==> config.mk <==
export PLATFORM = sky130hd
export DESIGN_NAME = mv_bram_engine_flat
export DESIGN_NICKNAME = d
export VERILOG_FILES = /design/src/rtl/mv_bram_engine_pkg.sv /design/src/rtl/mv_bram_engine_if.sv /design/src/rtl/mv_bram_engine_mac_sat.sv /design/src/rtl/mv_bram_engine.sv /design/src/flat_wrapper.sv
export SDC_FILE = /design/constraint.sdc
export NUM_CORES = 1
export LEC_CHECK = 0
export BUFFER_PORTS_ARGS = -buffer_cell sky130_fd_sc_hd__buf_2
export CORE_ASPECT_RATIO = 1.4
export CORE_MARGIN = 5
export CORE_UTILIZATION = 45
export CTS_CLUSTER_SIZE = 10
export DETAILED_ROUTE_END_ITERATION = 12
export PLACE_DENSITY = 0.61
export SYNTH_ARGS = -nofsm -noshare
export SYNTH_HDL_FRONTEND = slang
export SYNTH_SLANG_ARGS = --single-unit
==> constraint.sdc <==
create_clock -name S_AXI_ACLK -period 14.15 [get_ports S_AXI_ACLK]
set_input_delay 0 -clock S_AXI_ACLK [delete_from_list [all_inputs] [get_ports S_AXI_ACLK]]
set_output_delay 0 -clock S_AXI_ACLK [all_outputs]
set_load 0.1 [all_outputs]
==> src/rtl/mv_bram_engine_pkg.sv <==
// Shared types and helpers for the matrix-vector BRAM engine.
package mv_pkg;

  typedef enum logic [2:0] {
    ST_IDLE,
    ST_LOAD_VEC,
    ST_VEC_DRAIN,
    ST_ROW_RD,
    ST_ROW_DRAIN,
    ST_WRITE,
    ST_FIN
  } state_e;

  localparam int unsigned WORD_BYTES = 4;
  localparam logic [3:0]  WE_ALL     = 4'hF;

  function automatic int unsigned acc_w_f(input int unsigned data_w, input int unsigned vec_len);
    return 2 * data_w + $clog2(vec_len);
  endfunction

  localparam int unsigned ACC_W = acc_w_f(8, 8);

  // Clamp a sign-extended accumulator into the signed or unsigned DATA_W range.
  function automatic logic signed [63:0] sat_f(input logic signed [63:0] acc,
                                               input logic               signed_mode,
                                               input int unsigned        data_w);
    logic signed [63:0] hi;
    logic signed [63:0] lo;
    if (signed_mode) begin
      hi = (64'sd1 <<< (data_w - 1)) - 64'sd1;
      lo = -(64'sd1 <<< (data_w - 1));
    end else begin
      hi = (64'sd1 <<< data_w) - 64'sd1;
      lo = 64'sd0;
    end
    if (acc > hi) return hi;
    if (acc < lo) return lo;
    return acc;
  endfunction

endpackage

==> src/rtl/mv_bram_engine_if.sv <==
// Single shared BRAM port between the engine (master) and the memory (slave).
interface mv_bram_engine_if #(
  parameter int unsigned DATA_W = 8
);
  logic [31:0]       BRAM_ADDR;
  logic [DATA_W-1:0] BRAM_WRDATA;
  logic [3:0]        BRAM_WE;
  logic              BRAM_CLK;
  logic [DATA_W-1:0] BRAM_RDDATA;

  modport master (output BRAM_ADDR, output BRAM_WRDATA, output BRAM_WE, output BRAM_CLK,
                  input  BRAM_RDDATA);
  modport slave  (input  BRAM_ADDR, input  BRAM_WRDATA, input  BRAM_WE, input  BRAM_CLK,
                  output BRAM_RDDATA);
endinterface

==> src/rtl/mv_bram_engine_mac_sat.sv <==
// Row accumulator: multiply-accumulate, then arithmetic shift and saturate.
module mv_mac_sat
  import mv_pkg::*;
#(
  parameter int unsigned DATA_W    = 8,
  parameter int unsigned VEC_LEN   = 8,
  parameter int unsigned SIGNED    = 1,
  parameter int unsigned OUT_SHIFT = 0
) (
  input  logic              clk,
  input  logic              rst_n,
  input  logic              en_i,
  input  logic              clr_i,
  input  logic [DATA_W-1:0] a_i,
  input  logic [DATA_W-1:0] b_i,
  output logic [DATA_W-1:0] sat_c_o
);

  localparam int unsigned AW  = acc_w_f(DATA_W, VEC_LEN);
  localparam logic        SGN = (SIGNED != 0);

  logic [AW-1:0]      acc_q, acc_d;
  logic [AW-1:0]      a_w, b_w, prod;
  logic signed [63:0] acc_ext;

  // Product modulo 2^AW is exact for both signednesses once operands are extended.
  always_comb begin
    a_w   = {{(AW-DATA_W){SGN & a_i[DATA_W-1]}}, a_i};
    b_w   = {{(AW-DATA_W){SGN & b_i[DATA_W-1]}}, b_i};
    prod  = a_w * b_w;
    acc_d = acc_q;
    if (en_i) acc_d = (clr_i ? AW'(0) : acc_q) + prod;
  end

  always_ff @(posedge clk or negedge rst_n) begin
    if (!rst_n) acc_q <= '0;
    else        acc_q <= acc_d;
  end

  assign acc_ext = {{(64-AW){SGN & acc_q[AW-1]}}, acc_q};
  assign sat_c_o = DATA_W'(sat_f(acc_ext >>> OUT_SHIFT, SGN, DATA_W));

endmodule

==> src/rtl/mv_bram_engine.sv <==
// Matrix-vector engine: y = sat((M * x) >>> OUT_SHIFT) over one shared BRAM port.
module mv_bram_engine
  import mv_pkg::*;
#(
  parameter int unsigned DATA_W    = 8,
  parameter int unsigned VEC_LEN   = 8,
  parameter int unsigned ROWS      = 8,
  parameter int unsigned RD_LAT    = 2,
  parameter int unsigned SIGNED    = 1,
  parameter int unsigned OUT_SHIFT = 0,
  parameter int unsigned VEC_BASE  = 0,
  parameter int unsigned MAT_BASE  = 4 * VEC_LEN,
  parameter int unsigned RES_BASE  = 4 * VEC_LEN * (ROWS + 1)
) (
  input  logic              S_AXI_ACLK,
  input  logic              S_AXI_ARESETN,
  input  logic              start,
  output logic              done,
  output logic              busy,
  mv_bram_engine_if.master  bram
);

  localparam int unsigned KW = (VEC_LEN > 1) ? $clog2(VEC_LEN) : 1;
  localparam int unsigned RW = (ROWS > 1)    ? $clog2(ROWS)    : 1;
  localparam int unsigned DW = (RD_LAT > 1)  ? $clog2(RD_LAT)  : 1;

  state_e            state_q, state_d;
  logic [KW-1:0]     k_q, k_d;
  logic [RW-1:0]     r_q, r_d;
  logic [DW-1:0]     dly_q, dly_d;
  logic [31:0]       addr_q, addr_d;
  logic [3:0]        we_q, we_d;
  logic [DATA_W-1:0] wr_q, wr_d;
  logic              done_q, done_d;
  logic              busy_q, busy_d;

  logic              issue_c, issue_vec_c;
  logic              k_last_c, r_last_c, dly_last_c;
  logic [31:0]       vec_addr_c, mat_addr_c, res_addr_c;
  logic [DATA_W-1:0] sat_c;

  logic [RD_LAT-1:0]         tvld_q, tvec_q;
  logic [RD_LAT-1:0][KW-1:0] tidx_q;
  logic [VEC_LEN-1:0][DATA_W-1:0] x_q;

  logic              ret_vld_c, ret_vec_c;
  logic [KW-1:0]     ret_idx_c;

  assign k_last_c   = (k_q == KW'(VEC_LEN - 1));
  assign r_last_c   = (r_q == RW'(ROWS - 1));
  assign dly_last_c = (dly_q == DW'(RD_LAT - 1));

  assign vec_addr_c = 32'(VEC_BASE) + 32'(WORD_BYTES) * 32'(k_q);
  assign mat_addr_c = 32'(MAT_BASE) + 32'(WORD_BYTES) * (32'(r_q) * 32'(VEC_LEN) + 32'(k_q));
  assign res_addr_c = 32'(RES_BASE) + 32'(WORD_BYTES) * 32'(r_q);

  // Next-state, counters and registered BRAM/status outputs.
  always_comb begin
    state_d     = state_q;
    k_d         = k_q;
    r_d         = r_q;
    dly_d       = dly_q;
    addr_d      = addr_q;
    we_d        = '0;
    wr_d        = wr_q;
    done_d      = 1'b0;
    issue_c     = 1'b0;
    issue_vec_c = 1'b0;
    unique case (state_q)
      ST_IDLE: begin
        if (start) begin
          state_d = ST_LOAD_VEC;
          k_d     = '0;
          r_d     = '0;
        end
      end
      ST_LOAD_VEC: begin
        issue_c     = 1'b1;
        issue_vec_c = 1'b1;
        addr_d      = vec_addr_c;
        if (k_last_c) begin
          k_d     = '0;
          dly_d   = '0;
          state_d = ST_VEC_DRAIN;
        end else begin
          k_d = k_q + KW'(1);
        end
      end
      ST_VEC_DRAIN: begin
        if (dly_last_c) begin
          dly_d   = '0;
          state_d = ST_ROW_RD;
        end else begin
          dly_d = dly_q + DW'(1);
        end
      end
      ST_ROW_RD: begin
        issue_c = 1'b1;
        addr_d  = mat_addr_c;
        if (k_last_c) begin
          k_d     = '0;
          dly_d   = '0;
          state_d = ST_ROW_DRAIN;
        end else begin
          k_d = k_q + KW'(1);
        end
      end
      ST_ROW_DRAIN: begin
        if (dly_last_c) begin
          dly_d   = '0;
          state_d = ST_WRITE;
        end else begin
          dly_d = dly_q + DW'(1);
        end
      end
      ST_WRITE: begin
        addr_d = res_addr_c;
        we_d   = WE_ALL;
        wr_d   = sat_c;
        if (r_last_c) begin
          r_d     = '0;
          state_d = ST_FIN;
        end else begin
          r_d     = r_q + RW'(1);
          state_d = ST_ROW_RD;
        end
      end
      ST_FIN: begin
        done_d  = 1'b1;
        state_d = ST_IDLE;
      end
      default: state_d = ST_IDLE;
    endcase
    busy_d = (state_d != ST_IDLE);
  end

  always_ff @(posedge S_AXI_ACLK or negedge S_AXI_ARESETN) begin
    if (!S_AXI_ARESETN) begin
      state_q <= ST_IDLE;
      k_q     <= '0;
      r_q     <= '0;
      dly_q   <= '0;
      addr_q  <= '0;
      we_q    <= '0;
      wr_q    <= '0;
      done_q  <= 1'b0;
      busy_q  <= 1'b0;
    end else begin
      state_q <= state_d;
      k_q     <= k_d;
      r_q     <= r_d;
      dly_q   <= dly_d;
      addr_q  <= addr_d;
      we_q    <= we_d;
      wr_q    <= wr_d;
      done_q  <= done_d;
      busy_q  <= busy_d;
    end
  end

  // Tags travel alongside the read so each return knows its target and index.
  always_ff @(posedge S_AXI_ACLK or negedge S_AXI_ARESETN) begin
    if (!S_AXI_ARESETN) begin
      tvld_q <= '0;
      tvec_q <= '0;
      tidx_q <= '0;
    end else begin
      tvld_q[0] <= issue_c;
      tvec_q[0] <= issue_vec_c;
      tidx_q[0] <= k_q;
      for (int i = 1; i < int'(RD_LAT); i++) begin
        tvld_q[i] <= tvld_q[i-1];
        tvec_q[i] <= tvec_q[i-1];
        tidx_q[i] <= tidx_q[i-1];
      end
    end
  end

  assign ret_vld_c = tvld_q[RD_LAT-1];
  assign ret_vec_c = tvec_q[RD_LAT-1];
  assign ret_idx_c = tidx_q[RD_LAT-1];

  always_ff @(posedge S_AXI_ACLK or negedge S_AXI_ARESETN) begin
    if (!S_AXI_ARESETN)               x_q            <= '0;
    else if (ret_vld_c && ret_vec_c)  x_q[ret_idx_c] <= bram.BRAM_RDDATA;
  end

  mv_mac_sat #(
    .DATA_W    (DATA_W),
    .VEC_LEN   (VEC_LEN),
    .SIGNED    (SIGNED),
    .OUT_SHIFT (OUT_SHIFT)
  ) u_mac (
    .clk     (S_AXI_ACLK),
    .rst_n   (S_AXI_ARESETN),
    .en_i    (ret_vld_c & ~ret_vec_c),
    .clr_i   (ret_idx_c == '0),
    .a_i     (bram.BRAM_RDDATA),
    .b_i     (x_q[ret_idx_c]),
    .sat_c_o (sat_c)
  );

  assign done             = done_q;
  assign busy             = busy_q;
  assign bram.BRAM_ADDR   = addr_q;
  assign bram.BRAM_WE     = we_q;
  assign bram.BRAM_WRDATA = wr_q;
  assign bram.BRAM_CLK    = ~S_AXI_ACLK;

endmodule

==> src/flat_wrapper.sv <==
// flat-port wrapper written by rule: the top's interface ports become plain ports
module mv_bram_engine_flat import mv_pkg::*;
#(
  parameter int unsigned DATA_W    = 8,
  parameter int unsigned VEC_LEN   = 8,
  parameter int unsigned ROWS      = 8,
  parameter int unsigned RD_LAT    = 2,
  parameter int unsigned SIGNED    = 1,
  parameter int unsigned OUT_SHIFT = 0,
  parameter int unsigned VEC_BASE  = 0,
  parameter int unsigned MAT_BASE  = 4 * VEC_LEN,
  parameter int unsigned RES_BASE  = 4 * VEC_LEN * (ROWS + 1)
)
  (S_AXI_ACLK, S_AXI_ARESETN, start, done, busy, bram_BRAM_ADDR, bram_BRAM_WRDATA, bram_BRAM_WE, bram_BRAM_CLK, bram_BRAM_RDDATA);
  mv_bram_engine_if #(.DATA_W(DATA_W)) bram_i ();
  input  logic S_AXI_ACLK;
  input  logic S_AXI_ARESETN;
  input  logic start;
  output logic done;
  output logic busy;
  output wire logic [$bits(bram_i.BRAM_ADDR)-1:0] bram_BRAM_ADDR;
  output wire logic [$bits(bram_i.BRAM_WRDATA)-1:0] bram_BRAM_WRDATA;
  output wire logic [$bits(bram_i.BRAM_WE)-1:0] bram_BRAM_WE;
  output wire logic [$bits(bram_i.BRAM_CLK)-1:0] bram_BRAM_CLK;
  input wire logic [$bits(bram_i.BRAM_RDDATA)-1:0] bram_BRAM_RDDATA;
  assign bram_BRAM_ADDR = bram_i.BRAM_ADDR;
  assign bram_BRAM_WRDATA = bram_i.BRAM_WRDATA;
  assign bram_BRAM_WE = bram_i.BRAM_WE;
  assign bram_BRAM_CLK = bram_i.BRAM_CLK;
  assign bram_i.BRAM_RDDATA = bram_BRAM_RDDATA;
  mv_bram_engine #(.DATA_W(DATA_W), .VEC_LEN(VEC_LEN), .ROWS(ROWS), .RD_LAT(RD_LAT), .SIGNED(SIGNED), .OUT_SHIFT(OUT_SHIFT), .VEC_BASE(VEC_BASE), .MAT_BASE(MAT_BASE), .RES_BASE(RES_BASE)) u_core (.S_AXI_ACLK(S_AXI_ACLK), .S_AXI_ARESETN(S_AXI_ARESETN), .start(start), .done(done), .busy(busy), .bram(bram_i));
endmodule
== Yosys cells after proc, flatten, opt, wreduce, memory -nomap -nowiden ==
Index checks and enable logic that the tools add are counted.
Word-level totals
  register bits: 149
  input bits: 11
  output and inout bits: 47
  word-level logic and storage cells: 94
Cells by class
  $add $sub $neg: 7
  multipliers: 1
  order comparisons: 4
  equality and inequality tests: 10
  mux-type cells: 33
  bitwise logic cells: 3
  reduce and logical (&&, ||, !) cells: 14
Operators by type and width (number)
  one-hot mux 32 bit (3 select lines): 1
  bitwise mux 64 bit: 1
  2-to-1 mux 8 bit: 6
  adder 6 x 32 -> 32 bit, first input constant: 1
  2-to-1 mux 3 bit: 9
  binary-select mux 8 bit (select 3 bit): 1
  demux 8 bit (select 3 bit): 1
  adder 19 bit: 1
  > comparator 19 x 8 -> 1 bit, second input constant: 1
  less-than comparator 19 x 8 -> 1 bit, second input constant: 1
  2-to-1 mux 19 bit: 1
  one-hot mux 3 bit (6 select lines): 1
  multiplier 8 x 8 -> 16 bit: 1
  == test 3 bit, second input constant: 5
  one-hot mux 3 bit (2 select lines): 2
  adder 9 x 5 -> 10 bit, first input constant: 1
  2-to-1 mux 1 bit: 8
  adder 6 x 3 -> 7 bit: 1
  adder 3 x 1 -> 3 bit, second input constant: 2
  == test 3 x 2 -> 1 bit, second input constant: 2
  logical NOT 3 bit: 2
  AND reduction 2 bit: 3
  nonzero test 2 bit: 3
  nonzero test 3 bit: 2
  other kinds (12): 15

== Logic depth before layout (Yosys ltp) ==
Gate-level depths: netlist of the first run.
  depth after elaboration: 5
  mapped depth: 34
  mapped depth without buffers: 31

== By module ==
A second synthesis of the first run with hierarchy kept.
Unflattened totals
  cell total of the unflattened synthesis: 809
  area total of the unflattened synthesis: 9031.2 sq um
Modules (own cells, without submodules)
  mv_bram_engine: times used 1, cells an instance 334, area each 4732.0 sq um, seq. area each 2552.4 sq um
  mv_mac_sat: times used 1, cells an instance 475, area each 4299.1 sq um, seq. area each 475.5 sq um

==> results_dict.tcl, run 1 <==
set metrics [dict create \
    result_of_the_run "finished clean" \
    synth-edff-count 0 \
    criticalPathCategory "flop to flop" \
    path_clk_slew_ns 0.07 \
    avgRoutedWirePerCell_um 15.3 \
    initial_core_util 0.456 \
    antenna_cells_inserted 0 \
    die_height_um 178 \
    worst_path_largest_cell_delay_ns 0.79 \
    area_delta_synth_final_pct 10.2 \
    met3WireLength_um 543 \
    worst_r2r_path_depth 28 \
    number_of_drc_markers_after_the_initial_detailed_route_iteration 194 \
    synthesis.area_um2 9060 \
    clock.fmax_ghz 0.126 \
    worst_slew_pin_slew_ns 0.933 \
    synth_seq_cells 121 \
    critical_path.slowest_cell "sky130_fd_sc_hd__or3_1" \
    dr_wl_met2_mm 9.24 \
    grt_pass1_wl_mm 31.2 \
    setup_viol 0 \
    dp_hpwl_mm 13.3 \
    yosys_warnings 0 \
    detail_route.first_pass.iterations 4 \
    finalWeightedCongestion 0.792 \
    synth_cells 890 \
    die_width_um 130 \
    highest_signal_layer "met4" \
    tritoncts "done" \
    grt_overflow 0 \
    area.sequential_um2 3030 \
    commonest_non_fill_non_tap_cells_in_the_layout "sky130_fd_sc_hd__dfrtp_1, sky130_fd_sc_hd__inv_1, sky130_fd_sc_hd__mux2_2, sky130_fd_sc_hd__nand2_1, sky130_fd_sc_hd__nor2_1" \
    timing.final.crit_share 0.561 \
    core-area_um2 19800 \
    clockRootBuffer "sky130_fd_sc_hd__clkbuf_16" \
    post-route-drc-count 0 \
    final.fill_count 1853 \
    cts-htree-levels 4 \
    number_of_antenna_violations_at_the_first_check_in_global_routing 0 \
    holdBufCountCts 2 \
    setup.worst_path.start_class "flop" \
    post-route-min-period_ns 7.94 \
    ys_seq_area_frac 0.334 \
    clk_path_buf_depth 2 \
    std_cell_rows 61 \
    pin_count_of_the_biggest_net_entering_global_routing 73 \
    hold_viol 0 \
    route.layer.met1.wl_mm 8.12 \
    pin_count 58 \
    avgSynthCellArea_um2 10.2 \
    track_usage 0.169 \
    most_frequent_cp_cell "sky130_fd_sc_hd__fa_1" \
    mostFrequentLayoutCell "sky130_fd_sc_hd__dfrtp_1" \
    route.detailed.vias_per_inst 5.20 \
    grt_setup_unrepaired "no" \
    yosys_most_used_dff "sky130_fd_sc_hd__dfrtp_1" \
    worstHoldPathCells 3 \
    via_count_of_the_first_global_routing_pass 6284 \
    yosys.cell_types.count 71 \
    cp-end-kind "flop" \
    fin_worst_skew_ns 0.0184 \
    via_count 6133 \
    clk-insertion-delay-late_ns 0.42 \
    slew_headroom 0.360 \
    wl_mm 18.0 \
    fin_util 0.503 \
    final_layout_size_suffix_gt1_frac 0.179 \
    layout.nets 1032 \
    dieArea_um2 23100 \
    setup_total_negative_slack_ns 0 \
    ant_nets 0 \
    number_of_input_and_output_port_buffers_inserted 32 \
    synthArstFlopShare 1.00 \
    cts_repair_resize_count 0 \
    critical_path_arrival_ns 8.30 \
    crit_path_required_time_ns 14.51 \
    multi_input_comb_area_um2 5400 \
    cts_inserted_buffers 17 \
    max-cap-violations 0 \
    timing_max_transition_violations_final 0 \
    critical_path.max_fanout 24 \
    worst_hold_path_type "primary input to flop" \
    cts_post_setup_buffers_inserted 0 \
]
-- state kept, by name, summed over array words and instances (netlist names) --
| signal | cells |
|---|---|
| u_core.bram.BRAM_ADDR | 7 |
| u_core.bram.BRAM_WE | 1 |
| u_core.bram.BRAM_WRDATA | 8 |
| u_core.busy | 1 |
| u_core.dly_last_c | 1 |
| u_core.done | 1 |
| u_core.k_q | 3 |
| u_core.r_q | 3 |
| u_core.ret_idx_c | 3 |
| u_core.state_q | 3 |
| u_core.tidx_q | 3 |
| u_core.tvec_q | 2 |
| u_core.tvld_q | 2 |
| u_core.u_mac.acc_q | 19 |
| u_core.x_q | 64 |
-- critical path: cells and delay by family (launching register included) --
kind	cells	cell delay, ns
flops	1	0.67
mux	1	0.21
buf+inv	4	0.37
xor+xnor	1	0.09
fa+ha+maj	6	2.80
compound gates	12	2.28
simple gates	4	1.44
-- logic make-up (layout without fill, tap and decap cells) --
logic type / after synthesis / in the layout / synth area share
adders and majority gates: 107 / 107 / 0.194
other: 1 / 25 / 0.000414
and+or+nand+nor: 248 / 248 / 0.138
xor gates and xnor gates: 30 / 30 / 0.0314
buffers and inverters: 161 / 174 / 0.0789
AOI/OAI and AO/OA: 137 / 137 / 0.106
muxes: 85 / 85 / 0.117
DFF: 121 / 121 / 0.334
-- cell type report --
class,instances,share of cell area
sequential,121,0.304
clock inverter,12,0.00966
timing repair buffer,39,0.0223
inverter,101,0.0380
clock buffer,22,0.0532
tap,252,0.0316
multi-input combinational,632,0.542
-- through the flow --
stage               hold slack [ns]  instances  instance area (µm²)  setup slack [ns]
floorplan                    -0.296        914                 9150              6.50
global placement              0.206       1145                 9340              6.29
detailed placement            0.199       1145                 9340              6.16
CTS                          0.0280       1179                 9980              6.16
global route                 0.0384       1179                 9980              5.70
finish                       0.0347       1179                 9980              6.21
-- metal layers --
metal	up-vias	global-route usage
met4	0	0.0477
met5	-	0
li1	2984	-
met1	3034	0.224
met2	104	0.287
met3	11	0.0235
-- path summary, 6_finish.rpt --
| check | start | end | slack [ns] |
|---|---|---|---|
| min in group asynchronous | S_AXI_ARESETN | u_core.u_mac.acc_q[18] | 0.24 |
| setup reg to reg | u_core.ret_idx_c[1] | u_core.u_mac.acc_q[18] | 6.21 |
| hold / removal | bram_BRAM_RDDATA[6] | u_core.x_q[54] | 0.03 |
| hold reg to reg | u_core.tidx_q[0] | u_core.ret_idx_c[0] | 0.34 |
| setup / recovery | u_core.ret_idx_c[1] | u_core.u_mac.acc_q[18] | 6.21 |
| max in group asynchronous | S_AXI_ARESETN | u_core.bram.BRAM_WRDATA[4] | 12.64 |
-- Yosys cell counts (all sizes together), types with 2 or more instances --
cell type,count,area share
a211oi,7,0.0064
ha,51,0.070
nor3,10,0.0066
a21oi,30,0.017
mux2,65,0.081
nand3,12,0.0066
a211o,2,0.0019
mux2i,10,0.011
nor4,3,0.0021
dfrtp,121,0.33
nand4,3,0.0021
or3,4,0.0029
inv,102,0.042
o311ai,2,0.0028
a21boi,3,0.0029
and2,35,0.024
or4,2,0.0017
o41ai,2,0.0040
o21a,2,0.0017
o211ai,3,0.0036
nand2b,15,0.010
a31oi,3,0.0021
xor2,9,0.0087
xnor2,20,0.020
and3b,2,0.0019
nor2,57,0.024
buf,34,0.026
a22o,7,0.0068
o21bai,4,0.0033
nor2b,36,0.025
fa,56,0.12
o31ai,5,0.0057
a21o,9,0.0077
mux4,10,0.025
nand2,62,0.026
clkbuf,25,0.010
o21ai,47,0.026
nor3b,4,0.0033
a221oi,2,0.0019
o2111ai,2,0.0026
Power of run 1 is not shown: default switching activity piles up to over one toggle a cycle in this logic, so the estimate is an artifact.
==> inputs of run 2 (changes only) <==
PLACE_DENSITY = 0.63   (was 0.61)
clock period = 6.5 ns   (was 14.15 ns; I/O delays follow)
==> run 2 against run 1 <==
  * The flow now finishes with violations (negative setup slack)
  * Final cell count rose by 9.2%
  * Critical path depth rose by 1
  * Clock skew fell by 0.0070 ns
  * Cell area rose by 13%
  * Via count rose by 7.8%
  * Routed wire length rose by 12%
  * Register-to-register slack got worse by 6.5 ns
  * Non-clock buffer count rose by 108
  * Core utilization rose by 6.7 points
  * Largest cell class unchanged
  * Maximum frequency rose by 18%
  * Flip-flop and latch count did not move
==> results_dict.tcl, run 2 (synthesis gave the netlist of run 1 again) <==
set metrics [dict create \
    via_count 6610 \
    slew_headroom 0.357 \
    dr_wl_met2_mm 10.7 \
    numPlacedInstances 1238 \
    number_of_drc_markers_after_the_initial_detailed_route_iteration 291 \
    cts_inserted_buffers 17 \
    fin_ws_ns -0.252 \
    track_usage 0.187 \
    setup_viol 3 \
    final_layout_size_suffix_gt1_frac 0.330 \
    pin_count_of_the_biggest_net_entering_global_routing 79 \
    timing_max_transition_violations_final 0 \
    number_of_input_and_output_port_buffers_inserted 32 \
    clock.fmax_ghz 0.148 \
    commonest_non_fill_non_tap_cells_in_the_layout "sky130_fd_sc_hd__dfrtp_1, sky130_fd_sc_hd__buf_4, sky130_fd_sc_hd__inv_1, sky130_fd_sc_hd__mux2_2, sky130_fd_sc_hd__nand2_1" \
    fin_worst_skew_ns 0.0114 \
    dp_hpwl_mm 14.3 \
    worstHoldStart "bram_BRAM_RDDATA[7]" \
    area_delta_synth_final_pct 24.9 \
    cts-htree-levels 4 \
    avgRoutedWirePerCell_um 15.7 \
    clk_path_buf_depth 2 \
    finalWeightedCongestion 0.819 \
    clk-insertion-delay-late_ns 0.42 \
    tritoncts "done" \
    clockRootBuffer "sky130_fd_sc_hd__clkbuf_16" \
    post-route-min-period_ns 6.75 \
    setup.worst_path.start_class "flop" \
    most_frequent_cp_cell "sky130_fd_sc_hd__fa_1" \
    antenna_cells_inserted 0 \
    violations "negative setup slack" \
    std_cell_rows 61 \
    multi_input_comb_area_um2 5840 \
    cp-end-kind "flop" \
    critical_path.slowest_cell "sky130_fd_sc_hd__or4_4" \
    critical_path.n_buffers_inverters 6 \
    result_of_the_run "complete, but fails checks" \
    crit_path_required_time_ns 6.86 \
    grt_setup_unrepaired "yes" \
    path_clk_slew_ns 0.06 \
    initial_core_util 0.456 \
    grt_pass1_wl_mm 34.7 \
    ant_nets 0 \
    route.layer.met1.wl_mm 8.65 \
    criticalPathCategory "flop to flop" \
    critPathTopFamily "adder cells" \
    largest_register_ff_count 64 \
    worst_slew_pin_slew_ns 0.961 \
    worstHoldPathCells 3 \
    setup_total_negative_slack_ns -0.502 \
    via_count_of_the_first_global_routing_pass 7177 \
    highest_signal_layer "met4" \
    pin_count 58 \
    worstReg2RegEnd "u_core.u_mac.acc_q[18]" \
    max-cap-violations 0 \
    final.fill_count 1730 \
    number_of_antenna_violations_at_the_first_check_in_global_routing 0 \
    layout.nets 1140 \
    rrSetupSlack_ns -0.25 \
    worst_hold_path.endpoint "u_core.x_q[7]" \
    grt_overflow 0 \
    met3WireLength_um 518 \
    rr_startpoint "u_core.ret_idx_c[0]" \
    hold_viol 0 \
    dieArea_um2 23100 \
    final_cells 1287 \
    mostFrequentLayoutCell "sky130_fd_sc_hd__dfrtp_1" \
    die_height_um 178 \
    core-area_um2 19800 \
    critical_path_arrival_ns 7.11 \
    detail_route.first_pass.iterations 4 \
    worst_path_largest_cell_delay_ns 0.56 \
    area.sequential_um2 3030 \
    critical_path.max_fanout 6 \
    die_width_um 130 \
    timing.final.crit_share 1.04 \
    post-route-drc-count 0 \
    wl_mm 20.2 \
    worst_hold_path_type "primary input to flop" \
    worst_r2r_path_depth 29 \
    registers.top_by_ff_count "u_core.x_q" \
    route.detailed.vias_per_inst 5.14 \
]
==> run 2: cell count changes in the layout (fill, tap and decap cells not counted), moves of 4 or more <==
cell,delta
sky130_fd_sc_hd__inv_2,+7
sky130_fd_sc_hd__inv_1,-7
sky130_fd_sc_hd__nor2_1,-4
sky130_fd_sc_hd__a21oi_1,-9
sky130_fd_sc_hd__ha_1,-11
sky130_fd_sc_hd__a21oi_2,+7
sky130_fd_sc_hd__buf_4,+97
sky130_fd_sc_hd__buf_6,+7
sky130_fd_sc_hd__ha_4,+8
==> run 2: timing repair <==
item,in CTS,in global routing
endpoints found under the hold margin,44,0
gates cloned,0,1
hold buffers,2,0
buffers inserted,2,12
gates resized for setup,11,54
setup endpoints to repair,4,6
pin swaps,5,49
==> run 2: layer usage <==
layer,global-route usage,vias to the layer above
li1,-,3196
met1,0.236,3295
met2,0.329,97
met3,0.0277,22
met4,0.0568,0
met5,0,-
==> run 2: through the flow <==
stage	hold slack [ns]	setup slack [ns]	util	cell area (µm²)
after global routing	0.0408	-0.558	0.570	11300
after CTS	0.00487	-0.242	0.550	10900
final	0.0228	-0.252	0.570	11300
after floorplan	-0.296	-0.00328	-	9320
after global placement	0.0356	-0.294	0.514	10200
after detailed placement	0.0397	-0.427	0.514	10200
==> run 2: how the worst max path moves through the flow <==
stage / cells past startpoint / endpoint / from
final: 29 / u_core.u_mac.acc_q[18] / u_core.ret_idx_c[0]
after detailed placement: 29 / u_core.u_mac.acc_q[18] / u_core.ret_idx_c[1]
after global placement: 24 / u_core.u_mac.acc_q[18] / u_core.ret_idx_c[1]
after global routing: 29 / u_core.u_mac.acc_q[18] / u_core.ret_idx_c[1]
after CTS: 29 / u_core.u_mac.acc_q[18] / u_core.ret_idx_c[0]
after floorplan: 30 / u_core.u_mac.acc_q[18] / u_core.ret_idx_c[0]
==> run 2: final cells by class <==
| cell class | count | area share |
|---|---|---|
| multi-input combinational | 632 | 0.516 |
| clock inverter | 15 | 0.0167 |
| inverter | 101 | 0.0335 |
| timing repair buffer | 147 | 0.0986 |
| tap | 252 | 0.0279 |
| clock buffer | 19 | 0.0393 |
| sequential | 121 | 0.268 |
==> run 2: worst min-delay path, stage by stage <==
cell                      delay [ns]
sky130_fd_sc_hd__buf_2          0.21
sky130_fd_sc_hd__nand2_1        0.09
sky130_fd_sc_hd__o21ai_0        0.07
Power of run 2 is left out for the same reason.
